<file path="src/rtl/npu_fc_engine.sv">
// rtl/npu_fc_engine.sv - memory-mapped 4-lane fully-connected layer engine with weight FIFO and argmax
module npu_fc_engine #(
    parameter int IN_N       = 132,
    parameter int OUT_M      = 10,
    parameter int ACC_W      = 24,
    parameter int FIFO_DEPTH = 8
) (
    input  logic        clk,
    input  logic        rst_ni,
    input  logic        ena,
    input  logic        wea,
    input  logic [15:0] addra,
    input  logic [31:0] dina,
    output logic [31:0] douta
);
    localparam int WPN = (IN_N + 3) / 4;
    localparam int WW  = (WPN > 1) ? $clog2(WPN) : 1;
    localparam int MW  = (OUT_M > 1) ? $clog2(OUT_M) : 1;
    localparam int AW  = $clog2(FIFO_DEPTH);
    localparam int CW  = AW + 1;
    localparam int PADN = 4 * (2 ** WW);

    typedef enum logic [1:0] {IDLE, RUN, DONE} state_t;

    state_t                  state;
    logic [2:0]              sel;
    logic [11:0]             idx;
    logic                    addr_unused;
    logic                    wr_en, rd_en, cmd_wr, start, soft_clear, push, in_wr;

    assign sel         = addra[14:12];
    assign idx         = addra[11:0];
    assign addr_unused = addra[15];
    assign wr_en       = ena & wea;
    assign rd_en       = ena & ~wea;
    assign cmd_wr      = wr_en && (sel == 3'b101) && (idx == 12'd0);
    assign soft_clear  = cmd_wr & dina[1];
    assign start       = cmd_wr & dina[0] & ~dina[1];
    assign push        = wr_en && (sel == 3'b010);
    assign in_wr       = wr_en && (sel == 3'b001) && (state != RUN);

    logic [7:0] in_vec [IN_N];

    always_ff @(posedge clk or negedge rst_ni) begin
        if (!rst_ni) begin
            for (int b = 0; b < IN_N; b++) in_vec[b] <= '0;
        end else if (in_wr) begin
            for (int b = 0; b < IN_N; b++)
                if (idx == 12'(b / 4)) in_vec[b] <= dina[8*(b%4) +: 8];
        end
    end

    logic [31:0]   fifo_mem [FIFO_DEPTH];
    logic [AW-1:0] wr_ptr, rd_ptr;
    logic [CW-1:0] count;
    logic          full, empty, overflow, pop, push_ok;

    // Fullness is judged before any same-cycle pop, so a push to a full FIFO drops.
    assign full    = (count == CW'(FIFO_DEPTH));
    assign empty   = (count == '0);
    assign push_ok = push & ~full;
    assign pop     = (state == RUN) & ~empty;

    always_ff @(posedge clk) begin
        if (push_ok) fifo_mem[wr_ptr] <= dina;
    end

    always_ff @(posedge clk or negedge rst_ni) begin
        if (!rst_ni) begin
            wr_ptr   <= '0;
            rd_ptr   <= '0;
            count    <= '0;
            overflow <= 1'b0;
        end else if (soft_clear) begin
            wr_ptr   <= '0;
            rd_ptr   <= '0;
            count    <= '0;
            overflow <= 1'b0;
        end else begin
            if (push_ok) wr_ptr <= wr_ptr + AW'(1);
            if (pop) rd_ptr <= rd_ptr + AW'(1);
            if (push & full) overflow <= 1'b1;
            count <= count + CW'(push_ok) - CW'(pop);
        end
    end

    logic [7:0]              in_pad [PADN];
    logic [31:0]             wword;
    logic [WW-1:0]           w;
    logic [MW-1:0]           m, argmax;
    logic signed [16:0]      prod [4];
    logic signed [ACC_W-1:0] acc, acc_next, res_next, best, lane_sum;
    logic signed [ACC_W-1:0] result [OUT_M];
    logic                    done, relu_en;

    assign wword = fifo_mem[rd_ptr];

    // Lanes past IN_N see a zero input byte, so padding weights never contribute.
    always_comb begin
        for (int i = 0; i < PADN; i++) in_pad[i] = 8'd0;
        for (int i = 0; i < IN_N; i++) in_pad[i] = in_vec[i];
        lane_sum = '0;
        for (int k = 0; k < 4; k++) begin
            prod[k]  = $signed(wword[8*k +: 8]) * $signed({1'b0, in_pad[{w, 2'(k)}]});
            lane_sum = lane_sum + ACC_W'(prod[k]);
        end
        acc_next = acc + lane_sum;
        res_next = (relu_en && acc_next[ACC_W-1]) ? '0 : acc_next;
    end

    always_ff @(posedge clk or negedge rst_ni) begin
        if (!rst_ni) begin
            state   <= IDLE;
            acc     <= '0;
            m       <= '0;
            w       <= '0;
            best    <= '0;
            argmax  <= '0;
            done    <= 1'b0;
            relu_en <= 1'b0;
            for (int i = 0; i < OUT_M; i++) result[i] <= '0;
        end else if (soft_clear) begin
            state   <= IDLE;
            acc     <= '0;
            m       <= '0;
            w       <= '0;
            best    <= '0;
            argmax  <= '0;
            done    <= 1'b0;
            for (int i = 0; i < OUT_M; i++) result[i] <= '0;
        end else begin
            case (state)
                IDLE, DONE: begin
                    if (start) begin
                        state   <= RUN;
                        done    <= 1'b0;
                        acc     <= '0;
                        m       <= '0;
                        w       <= '0;
                        best    <= '0;
                        argmax  <= '0;
                        relu_en <= dina[2];
                    end
                end
                RUN: begin
                    if (!empty) begin
                        if (w == WW'(WPN - 1)) begin
                            result[m] <= res_next;
                            if ((m == '0) || (res_next > best)) begin
                                best   <= res_next;
                                argmax <= m;
                            end
                            acc <= '0;
                            w   <= '0;
                            if (m == MW'(OUT_M - 1)) begin
                                state <= DONE;
                                done  <= 1'b1;
                                m     <= '0;
                            end else begin
                                m <= m + MW'(1);
                            end
                        end else begin
                            acc <= acc_next;
                            w   <= w + WW'(1);
                        end
                    end
                end
                default: state <= IDLE;
            endcase
        end
    end

    logic [31:0] rd_data;

    always_comb begin
        rd_data = '0;
        if (sel == 3'b111) begin
            case (idx)
                12'd0:   rd_data = {27'd0, overflow, full, empty, (state == RUN), done};
                12'd1:   rd_data = 32'(count);
                12'd2:   rd_data = 32'(argmax);
                default: begin
                    for (int i = 0; i < OUT_M; i++)
                        if (idx == 12'(256 + i)) rd_data = 32'(result[i]);
                end
            endcase
        end
    end

    always_ff @(posedge clk or negedge rst_ni) begin
        if (!rst_ni) douta <= '0;
        else if (rd_en) douta <= rd_data;
    end
endmodule

</file>
<file path="config.mk">
export PLATFORM = sky130hd
export DESIGN_NAME = npu_fc_engine
export DESIGN_NICKNAME = d
export VERILOG_FILES = /design/src/rtl/npu_fc_engine.sv
export SDC_FILE = /design/constraint.sdc
export NUM_CORES = 2
export LEC_CHECK = 0
export ABC_CLOCK_PERIOD_IN_PS = 13690
export BUFFER_PORTS_ARGS = -buffer_cell sky130_fd_sc_hd__buf_2
export CORE_ASPECT_RATIO = 0.6
export CORE_MARGIN = 1
export CORE_UTILIZATION = 39
export CTS_CLUSTER_SIZE = 24
export DETAILED_ROUTE_END_ITERATION = 10
export SLEW_MARGIN = 20
export SYNTH_ARGS = -nofsm -noshare
export SYNTH_HDL_FRONTEND = slang
export SYNTH_SLANG_ARGS = --single-unit
</file>
<file path="constraint.sdc">
create_clock -name clk -period 13.69 [get_ports clk]
set_input_delay 2.0535 -clock clk [delete_from_list [all_inputs] [get_ports clk]]
set_output_delay 2.0535 -clock clk [all_outputs]
set_load 0.005 [all_outputs]
</file>
==> impl_metrics.toml <==
[final_layout]
nNetsFinal = 6539
finish.cell_count_without_fillers = 8988
layout_common_cells = "sky130_fd_sc_hd__dfrtp_1 (1,388), sky130_fd_sc_hd__mux2_2 (1,069), sky130_fd_sc_hd__inv_1 (441)"
drive_above_1_share = 0.341
area_growth_syn_to_layout_pct = 11.6
most_frequent_standard_cell_in_the_layout_excluding_fill_and_tap_cells = "sky130_fd_sc_hd__dfrtp_1"
filler_cell_count = 18900
final_util = 0.441

[clock_tree]
cts_max_path_buffers = 4
post_cts_setup_driven_buffer_insertion_count = 0
clock_tree.htree_level_count = 4
worst_setup_hold_path_clk_slew_ns = 0.07
clk-insertion-delay-late_ns = 0.84
tritoncts = "done"
cts.sinks = 1653
total_clock_buffers_created_by_cts = 164
cts-root-buf = "sky130_fd_sc_hd__clkbuf_16"

[pwr]
share_clk_of_total_power = 0.454
internal_power_of_the_cells_w = 0.00788
pwr-share-comb = 0.056
power.net_switching_w = 0.00240
switching_share = 0.233
leakagePower_nw = 42.6
power_density_mw_per_mm2 = 111
p_seq_frac = 0.489
vdd_ir_drop_max_mv = 0.0846

[synth]
top_cell_type_s_share_of_synthesized_area = 0.421
yosysUniqueCellTypes = 73
postSynthRegisterBits = 1653
syn-num-nets = 6541
synthesis.area_per_instance_um2 = 13.8
synth_edf_count = 256
postSynth.topFlopCell = "sky130_fd_sc_hd__dfrtp_1"
yosysSeqAreaShare = 0.513
synth-async-reset-ratio = 0.845
total_standard_cell_area_after_synthesis_mm2 = 0.0831
synth.area.top_cells = "sky130_fd_sc_hd__dfrtp_1 (42%), sky130_fd_sc_hd__mux2_2 (14%), sky130_fd_sc_hd__mux4_2 (11%)"
synth-warning-count = 0
post_synth_inst_count = 6027
yosysTopAreaCell = "sky130_fd_sc_hd__dfrtp_1"

[timing]
setup_viol = 0
fmax_mhz = 75.4
skew_ns = 0.0672
layout_min_cycle_time_ns = 13.26
final_min_period_over_clock_period = 0.968
finalHoldViolations = 0
slew_headroom = 0.201
worst_pin_slew_ns = 1.19
postLayoutSetupSlackWorst_ns = 0.435
fin_setup_tns_ns = 0
rsz_0062_raised_after_global_routing = "no"
timing_max_transition_violations_final = 0

[detailed_routing]
route.met3.wl_mm = 17.8
detail_route.first_pass.iterations = 8
wirelength_mm = 235
drt_iter0_drc = 4514
detailroute.via_count = 50700
wl_met2_mm = 100
top_signal_layer_used = "met4"
drt-vias-per-instance = 5.64
route.antenna.remaining_nets = 0
drcViolationCount = 0
routedLengthMet1_mm = 112
avgRoutedWirePerCell_um = 26.2

[placed_design]
port-buffer-count = 82
weighted_congestion_at_the_end_of_routability_driven_global_placement = 0.912
detailedPlace.worstSlack_ns = 0.485
dpl.hpwl_mm = 146
place.detailed.instances = 8697

[grt]
grt_first_pass_wirelength_mm = 355
antenna_violations_before_repair = 14
grt_usage = 0.221
grt-ovfl-total = 0
first_global_vias = 52700
pin_count_of_the_biggest_net_entering_global_routing = 180

[outcome]
status = "finished, final reports clean"

[min_path]
timing.hold.worst.class = "flip-flop to flip-flop"

[worst_setup_path]
critPathMaxStageDelay_ns = 0.91
crit_type = "flip-flop to flip-flop"
cp-start-kind = "flip-flop"
critical_path_peak_fanout = 47
crit_required_ns = 14.40
slowest_stage = "sky130_fd_sc_hd__dfrtp_4"
critical_path.most_common_cell = "sky130_fd_sc_hd__fa_1"
worst_setup_path_end_kind = "flip-flop"
crit_path_arrival_time_ns = 13.96

[floorplan]
io_pins = 84
core.rowCount = 130
die_x_um = 598
start_util = 0.395
die_height_um = 360
coreArea_mm2 = 0.210
die_area_mm2 = 0.215

[run]
maxCapViolCount = 0
cells in the mapped netlist, types with 6 or more instances:
cell type,count
sky130_fd_sc_hd__mux4_2,390
sky130_fd_sc_hd__a21oi_1,69
sky130_fd_sc_hd__nor3_1,19
sky130_fd_sc_hd__buf_2,17
sky130_fd_sc_hd__or2_2,32
sky130_fd_sc_hd__o31ai_1,14
sky130_fd_sc_hd__and2_1,35
sky130_fd_sc_hd__dfrtp_1,1397
sky130_fd_sc_hd__xnor2_1,17
sky130_fd_sc_hd__or3_1,10
sky130_fd_sc_hd__ha_1,203
sky130_fd_sc_hd__o21ai_1,69
sky130_fd_sc_hd__inv_1,441
sky130_fd_sc_hd__buf_4,8
sky130_fd_sc_hd__nand2b_1,33
sky130_fd_sc_hd__inv_2,6
sky130_fd_sc_hd__edfxtp_1,256
sky130_fd_sc_hd__a22oi_1,36
sky130_fd_sc_hd__a22o_1,32
sky130_fd_sc_hd__fa_1,259
sky130_fd_sc_hd__nand3_1,109
sky130_fd_sc_hd__mux2_2,1069
sky130_fd_sc_hd__nand2_1,391
sky130_fd_sc_hd__nand2_2,10
sky130_fd_sc_hd__mux2i_1,56
sky130_fd_sc_hd__xor2_1,13
sky130_fd_sc_hd__nor2_1,196
sky130_fd_sc_hd__buf_1,92
sky130_fd_sc_hd__a211oi_1,23
sky130_fd_sc_hd__nor2b_1,22
sky130_fd_sc_hd__clkbuf_1,305
sky130_fd_sc_hd__buf_6,8
sky130_fd_sc_hd__a21o_1,12
sky130_fd_sc_hd__o221ai_1,20
sky130_fd_sc_hd__o21ai_0,241
sky130_fd_sc_hd__nor4_1,10
sky130_fd_sc_hd__a32o_1,7
sky130_fd_sc_hd__a222oi_1,20
path summary, 6_finish.rpt:
kind	cells after the start	to	slack, ns	start
hold reg to reg	2	result[153]	0.48	result[153]
setup reg to reg	41	best[4]	0.43	w[1]
setup / recovery	41	best[4]	0.43	w[1]
min in group asynchronous	1	in_pad[1690]	1.21	rst_ni
max in group asynchronous	4	in_pad[1037]	9.30	rst_ni
hold / removal	2	result[153]	0.48	result[153]
layer usage:
layer | GRT usage | vias up
met3 | 0.0526 | 285
met4 | 0.0473 | 0
met1 | 0.335 | 27400
li1 | - | 21500
met5 | 0 | -
met2 | 0.320 | 1574
worst max-delay path: cells and delay by family (launching register included):
family          cells  cell delay, ns
flops               1            0.91
compound gates     11            3.88
fa+ha+maj          10            4.38
buf+inv            11            1.68
mux                 3            0.53
simple gates        6            1.66
state kept, by name, summed over array words and instances, names as in the netlist:
register  count
acc          24
wr_ptr        3
w             6
relu_en       1
count         4
done          1
douta        24
fifo_mem    256
m             4
rd_ptr        3
overflow      1
best         24
result      240
state         2
in_pad     1056
argmax        4
final cells by class:
class	count	area, um2	share of cell area
antenna	2	5.00	0.0000540
clock buffer	228	4660	0.0502
clock inverter	61	771	0.00831
inverter	448	1680	0.0181
multi-input combinational	3496	37400	0.404
sequential	1653	42700	0.460
tap	2838	3550	0.0383
timing repair buffer	262	1960	0.0211
power groups by stage:
stage	sequential (W)	clock [W]	combinational (W)
2_1_floorplan	0.00511	0	0.000323
3_3_place_gp	0.00512	0	0.000561
3_5_place_dp	0.00512	0	0.000576
4_1_cts	0.00503	0.00475	0.000579
5_1_grt	0.00503	0.00496	0.000648
6_report	0.00503	0.00467	0.000579
through the flow:
stage | cell area, um2 | hold slack (ns) | power (W)
global placement | 87200 | 0.458 | 0.00568
finish | 92700 | 0.478 | 0.0103
CTS | 92700 | 0.480 | 0.0104
global route | 92700 | 0.497 | 0.0106
detailed placement | 87300 | 0.467 | 0.00570
floorplan | 83100 | 0.444 | 0.00544
cells by family after synthesis:
| logic type | count (synthesis) | share of synthesized area |
|---|---|---|
| AOI/OAI and AO/OA | 594 | 0.0443 |
| xor gates and xnor gates | 30 | 0.00316 |
| adders and majority gates | 462 | 0.0929 |
| buffers and inverters | 878 | 0.0410 |
| DFF | 1653 | 0.513 |
| muxes | 1516 | 0.257 |
| and+or+nand+nor | 894 | 0.0482 |
repair_timing:
action / in CTS / in global routing
resized for setup: 0 / 2
endpoints found under the setup margin: 0 / 27
hold buffers: 0 / 0
Note: power is estimated with default switching activity, not from simulation.
